`config.mk`:
```
export PLATFORM = sky130hd
export DESIGN_NAME = phase_sequencer
export DESIGN_NICKNAME = d
export VERILOG_FILES = /design/src/rtl/phase_sequencer.sv
export SDC_FILE = /design/constraint.sdc
export NUM_CORES = 1
export LEC_CHECK = 0
export ABC_CLOCK_PERIOD_IN_PS = 3700
export BUFFER_PORTS_ARGS = -buffer_cell sky130_fd_sc_hd__buf_4
export CORE_ASPECT_RATIO = 1.2
export CORE_MARGIN = 2
export CORE_UTILIZATION = 30
export CTS_CLUSTER_DIAMETER = 60
export DETAILED_ROUTE_END_ITERATION = 7
export GPL_TIMING_DRIVEN = 1
export PLACE_DENSITY = 0.55
export SLEW_MARGIN = 30
export SYNTH_ARGS = -nofsm -noshare
export SYNTH_HDL_FRONTEND = slang
export SYNTH_SLANG_ARGS = --single-unit
```
`constraint.sdc`:
```
create_clock -name clk -period 3.7 [get_ports clk]
set_input_delay 0.185 -clock clk [delete_from_list [all_inputs] [get_ports clk]]
set_output_delay 0.185 -clock clk [all_outputs]
set_load 0.005 [all_outputs]
```
`src/rtl/phase_sequencer.sv`:
```
// Five-phase instruction sequencer (F, R, X, M, W) with memory handshake,
// memory-wait timeout, halt handling and a retired-instruction counter.
module phase_sequencer (
  input  logic        clk,
  input  logic        n_rst,
  input  logic        run,
  input  logic        halt_req,
  input  logic        mem_acc_m,
  input  logic        mem_ack,
  output logic [4:0]  phase,
  output logic        mem_req,
  output logic        running,
  output logic        halted,
  output logic        err,
  output logic [31:0] retired
);

  typedef enum logic [1:0] {
    ST_IDLE,
    ST_RUN,
    ST_HALTED,
    ST_ERROR
  } state_t;

  typedef enum logic [2:0] {
    PH_F,
    PH_R,
    PH_X,
    PH_M,
    PH_W
  } ph_t;

  state_t      state_q, state_d;
  ph_t         ph_q, ph_d;
  logic [7:0]  wait_q, wait_d;
  logic [31:0] retired_q, retired_d;

  // State, phase, wait counter and retired counter registers (sync active-low reset)
  always_ff @(posedge clk) begin
    if (!n_rst) begin
      state_q   <= ST_IDLE;
      ph_q      <= PH_F;
      wait_q    <= '0;
      retired_q <= '0;
    end else begin
      state_q   <= state_d;
      ph_q      <= ph_d;
      wait_q    <= wait_d;
      retired_q <= retired_d;
    end
  end

  // Next-state, phase sequencing, memory request and wait/timeout logic.
  // The wait counter defaults to clear, so it only survives a cycle that is
  // an un-acknowledged memory wait; this covers both "cleared on advance" and
  // "cleared while mem_req=0".
  always_comb begin
    state_d   = state_q;
    ph_d      = ph_q;
    wait_d    = '0;
    retired_d = retired_q;
    mem_req   = 1'b0;

    unique case (state_q)
      ST_IDLE: begin
        if (run) begin
          state_d = ST_RUN;
          ph_d    = PH_F;
        end
      end

      ST_RUN: begin
        unique case (ph_q)
          PH_F: begin
            mem_req = 1'b1;
            if (mem_ack)              ph_d    = PH_R;
            else if (wait_q == 8'hFF) state_d = ST_ERROR;
            else                      wait_d  = wait_q + 8'd1;
          end
          PH_R: ph_d = PH_X;
          PH_X: ph_d = PH_M;
          PH_M: begin
            if (mem_acc_m) begin
              mem_req = 1'b1;
              if (mem_ack)              ph_d    = PH_W;
              else if (wait_q == 8'hFF) state_d = ST_ERROR;
              else                      wait_d  = wait_q + 8'd1;
            end else begin
              ph_d = PH_W;
            end
          end
          PH_W: begin
            retired_d = retired_q + 32'd1;
            ph_d      = PH_F;
            if (halt_req)  state_d = ST_HALTED;
            else if (!run) state_d = ST_IDLE;
          end
          default: ph_d = PH_F;
        endcase
      end

      ST_HALTED: begin
        if (!run) state_d = ST_IDLE;
      end

      ST_ERROR: state_d = ST_ERROR;

      default: state_d = ST_IDLE;
    endcase
  end

  // One-hot phase decode and status flags from the registered state
  always_comb begin
    phase = '0;
    if (state_q == ST_RUN) begin
      unique case (ph_q)
        PH_F:    phase = 5'b00001;
        PH_R:    phase = 5'b00010;
        PH_X:    phase = 5'b00100;
        PH_M:    phase = 5'b01000;
        PH_W:    phase = 5'b10000;
        default: phase = '0;
      endcase
    end
    running = (state_q == ST_RUN);
    halted  = (state_q == ST_HALTED);
    err     = (state_q == ST_ERROR);
    retired = retired_q;
  end

endmodule

```
* Word-level counts from Yosys, hierarchy flattened
Index checks and enable logic that the tools add are counted. Widths: inputs -> output; s select.
Storage, ports and cells: word-level logic and storage cells 49, bits of input ports 6, output and inout port bits 41, register bits after elaboration 45
Operators by class: equality and inequality tests 13, mux-type cells 23, reduce and logical (&&, ||, !) cells 7, add/sub/neg operators 2
Operators with widths (number):
- $add 32x1->32 const B | 1
- $pmux 5 s5 | 1
- $mux 8 | 3
- $pmux 8 s2 | 1
- $mux 2 | 6
- $mux 3 | 4
- $pmux 3 s4 | 1
- $add 8x1->8 const B | 1
- $eq 8x8->1 const B | 1
- $pmux 2 s4 | 1
- $eq 3x2->1 const B | 2
- $ne 3x3->1 const B | 2
- $pmux 2 s3 | 1
- $pmux 3 s2 | 1
- $mux 5 | 1
- $eq 2x2->1 const B | 2
- $ne 4x1->1 const B | 1
- $ne 4x4->1 const B | 1
- $reduce_and 2->1 | 2
- $reduce_and 4->1 | 1
- $eq 3x1->1 const B | 1
- $eq 3x3->1 const B | 1
- $logic_not 3->1 | 1
- $reduce_and 3->1 | 1
- 6 further kinds | 7

* Longest topological paths before layout
depth after elaboration 6, gate-level depth with buffers 7, mapped depth without buffers 5

* Least setup slack after synthesis
No wires, ideal clock.
kind flip-flop to flip-flop, start point register ph_q[0], end point register retired_q[15], in the netlist retired[15], setup slack 1535 ps, clock period less this slack 2165 ps, data required time 3630 ps, arrival time 2094 ps, cell stages (with the launch flop) 7, setup time 70 ps, buffers on the path 2, path through dfxtp_1 or3b_1 buf_2 or4_1 buf_2 or4_1 a21oi_1
Between the ends: word-level cells in the longest chain between the ends 2
Ends and longest elaborated chain:
- start, declared | RTL line 34 | ph_t ph_q, ph_d;
- start signal, assigned | RTL line 47 | ph_q <= ph_d;
- $eq 3x3->1 | RTL line 73 | unique case (ph_q)
- $reduce_and 2->1 (no source line)
- end signal, assigned | RTL line 49 | retired_q <= retired_d;
- end, declared | RTL line 36 | logic [31:0] retired_q, retired_d;
No other way between the ends. A chain may end at the register's enable or synchronous reset.

* Worst setup path in the final report
Ends and elaborated chain as after synthesis.

==> results.yml <==
detailed_routing:
  drt-total-wl_mm: 5.474
  route.detailed.drc: 0
  initialDrtViolationCount: 82
  drt.antenna.violating_nets: 0
  routed_via_density: 5.203
  routedWlPerCell_um: 13.58
  detailroute.via_count: 2097
  detailedRoute.firstPassIterationCount: 4
final_layout:
  nets: 320
  num_antenna_cells: 0
  area_growth_pct: 22.34
  final_layout_size_suffix_gt1_share_pct: 18.21
logic_synthesis:
  synth_nets: 286
  synth.avg_cell_area_sq_um: 8.160
  dominant_cell_by_count_in_the_synthesized_netlist: "dfxtp_1"
  synth_ff_type: "dfxtp_1"
  ys_types: 42
  synth_enable_flop_cells: 0
  synthTopCellsByArea: "dfxtp_1 (40%), a21oi_1 (5.1%), or4_1 (4.0%)"
  post_synth_inst_count: 278
  synth_sequential_area_ratio_pct: 39.71
  syn-cell-area_sq_mm: 0.002268
  synth.top_cell.area_share_pct: 39.71
  ys_ff_latch: 45
  postSynth.asyncResetShare_pct: 0
  synth.top_cells.by_count: "dfxtp_1 (45), a21oi_1 (23), nand2_1 (22)"
  ys_warn_count: 0
  synthDominantAreaCellType: "dfxtp_1"
global_routing:
  antenna_found_initial: 0
  grt_overflow: 0
  globalRouteMet2Util_pct: 22.77
  grt-busiest-layer: "met2"
  global_route.usage.total_pct: 13.09
  grt_first_pass_wirelength_mm: 9.004
  grt_start_max_net_pins: 30
  global_route.usage.met3_pct: 2.988
  first_global_vias: 1934
  met1_usage_pct: 16.02
clock_tree:
  cts_tree: "yes"
  insertion_delay_ns: 0.30
  number_of_buffers_on_the_longest_clock_path: 2
  cts_post_setup_buffers_inserted: 0
  ctsHoldBuffers: 0
  cts.htree.levels: 2
  post_cts_resize_count: 0
  worst_setup_hold_path_clk_slew_ns: 0.09
  numCtsBuffers: 5
  clock-sinks: 45
  cts-root-buf: "clkbuf_8"
worst_setup_path:
  worst_path_most_repeated_cell: "or4_1"
  critical-path-slowest-cell: "or4_1"
  critical_path.top_delay_family: "simple AND/OR/NAND/NOR gates"
  crit_required_ns: 3.91
  worst-path-max-fanout: 17
  reg2reg_capture_point: "retired[15]$_SDFFE_PN0P_"
  crit_path_end_kind: "flip-flop"
  reg2reg_from: "ph_q[0]$_SDFFE_PN0P_"
  cp.arrival_ns: 2.85
  crit_buf_inv: 0
  timing.reg2reg.worst_path_depth: 4
  cp-startpoint: "ph_q[0]$_SDFFE_PN0P_"
  timing.reg2reg.setup_slack_ns: 1.06
  path_cells: "or3b_1 > or4_1 > or4_1 > a21oi_1"
  worst-setup-path-type: "reg -> reg"
  cpPeakStageDelay_ns: 0.82
  timing.critical_path.from_type: "flip-flop"
floorplanning:
  floorplan.die_area_sq_mm: 0.008276
  core-area_sq_mm: 0.007274
  chipWidth_um: 83.38
  placement_rows: 34
  io_pins: 47
  dieHeight_um: 99.26
  initial_core_util_pct: 31.18
sta:
  drv_slew: 0
  finalCriticalPeriod_ns: 2.643
  report.final.setup_viol: 0
  hold_viol: 0
  maxClockFrequency_ghz: 0.3784
  timing.hold.ws_ns: 0.1581
  finalCritPeriodShare_pct: 71.42
  totalNegativeSetupSlack_ns: 0
  finalClockSkew_ns: 0.009407
  worst-slew-pin-transition_ns: 0.8457
  setup_repair_after_global_routing_missed_its_margin: "false"
  slew_headroom_pct: 43.27
min_path:
  worst_hold_startpoint: "run"
  worstHoldPathCells: 3
  min_delay_worst_endpoint: "state_q[0]$_SDFFE_PN0P_"
  min-delay-path-class: "in -> reg"
status:
  status: "finished, final reports clean"
power:
  static-leakage-power_uw: 0.0009726
  ir_worst_vdd_uv: 189.7
  power_density_mw_per_mm2: 356.2
place:
  detailedPlacementHpwl_mm: 3.909
  globalplace.congestion: 0.7820
  portbufs: 46
run:
  timing.max_cap.violations: 0
-- cell families (layout without fill, tap and decap cells) --
logic type               count (synthesis)  count (layout)  share of synthesized area, %
multiplexers                             6               6                         2.648
XOR/XNOR                                13              13                         5.019
buffers and inverters                   31              66                         5.737
AO/OA/AOI/OAI                           54              54                         14.67
adder cells (fa/ha/maj)                  2               2                         1.103
flip-flops                              45              45                         39.71
AND/OR/NAND/NOR                        127             127                         31.11
-- where the power goes --
group / switching (uW) / leakage [uW] / total (uW) / internal, uW
sequential: 6.98 / 0.000363 / 494 / 487
combinational: 29.2 / 0.000542 / 50.9 / 21.8
clock: 175 / 0.0000681 / 443 / 268
-- area by class of cell --
type / instances / area, sq um
timing repair buffer: 46 / 345.3
tap: 90 / 112.6
inverter: 12 / 45.04
sequential: 45 / 900.9
clock inverter: 3 / 65.06
multi-input combinational: 202 / 1237
clock buffer: 5 / 68.82
fill: 762 / 4499
-- how the worst max path moves through the flow --
stage | slack [ns] | to | cells past startpoint
3_3_place_gp | 1.15 | retired[25]$_SDFFE_PN0P_ | 4
6_report | 1.06 | retired[15]$_SDFFE_PN0P_ | 4
4_1_cts | 1.07 | retired[15]$_SDFFE_PN0P_ | 4
3_5_place_dp | 1.10 | retired[15]$_SDFFE_PN0P_ | 4
5_1_grt | 0.84 | retired[25]$_SDFFE_PN0P_ | 4
2_1_floorplan | 1.54 | retired[15]$_SDFFE_PN0P_ | 6
-- flip-flops by register name (all words and copies together), names as in the netlist --
signal / count
retired: 32
ph_q: 3
wait_q: 8
state_q: 2
-- metrics by stage --
| stage | util (%) | instances | setup slack [ns] | area (sq um) | power [uW] |
|---|---|---|---|---|---|
| after floorplan | - | 278 | 1.535 | 2268 | 537.5 |
| after global placement | 36.31 | 395 | 1.152 | 2641 | 555.5 |
| after detailed placement | 36.31 | 395 | 1.103 | 2641 | 556.3 |
| after CTS | 38.15 | 403 | 1.066 | 2775 | 1001 |
| after global routing | 38.15 | 403 | 0.8427 | 2775 | 1027 |
| final | 38.15 | 403 | 1.057 | 2775 | 988.4 |
-- layout by cell type, fill, tap and decap left out, types with 10 or more instances in the layout --
| cell | instances |
|---|---|
| buf_4 | 46 |
| dfxtp_1 | 45 |
| a21oi_1 | 23 |
| nand2_1 | 22 |
| nor2_1 | 19 |
| or4_1 | 12 |
| nand3_1 | 12 |
| o21ai_0 | 12 |
| inv_1 | 11 |
| or3_1 | 10 |
-- per-layer routing --
layer  share of wire (%)  up-vias
met4                 1.8        0
li1                    -     1079
met5                   0        -
met2                  48       36
met3                 3.5       11
met1                  47      971
-- worst reg2reg max path, stage by stage (launching register included) --
cell and delay [ns]:
dfxtp_1 0.38, or3b_1 0.62, or4_1 0.82, or4_1 0.58, a21oi_1 0.14
Note: power is estimated with default switching activity, not from simulation.
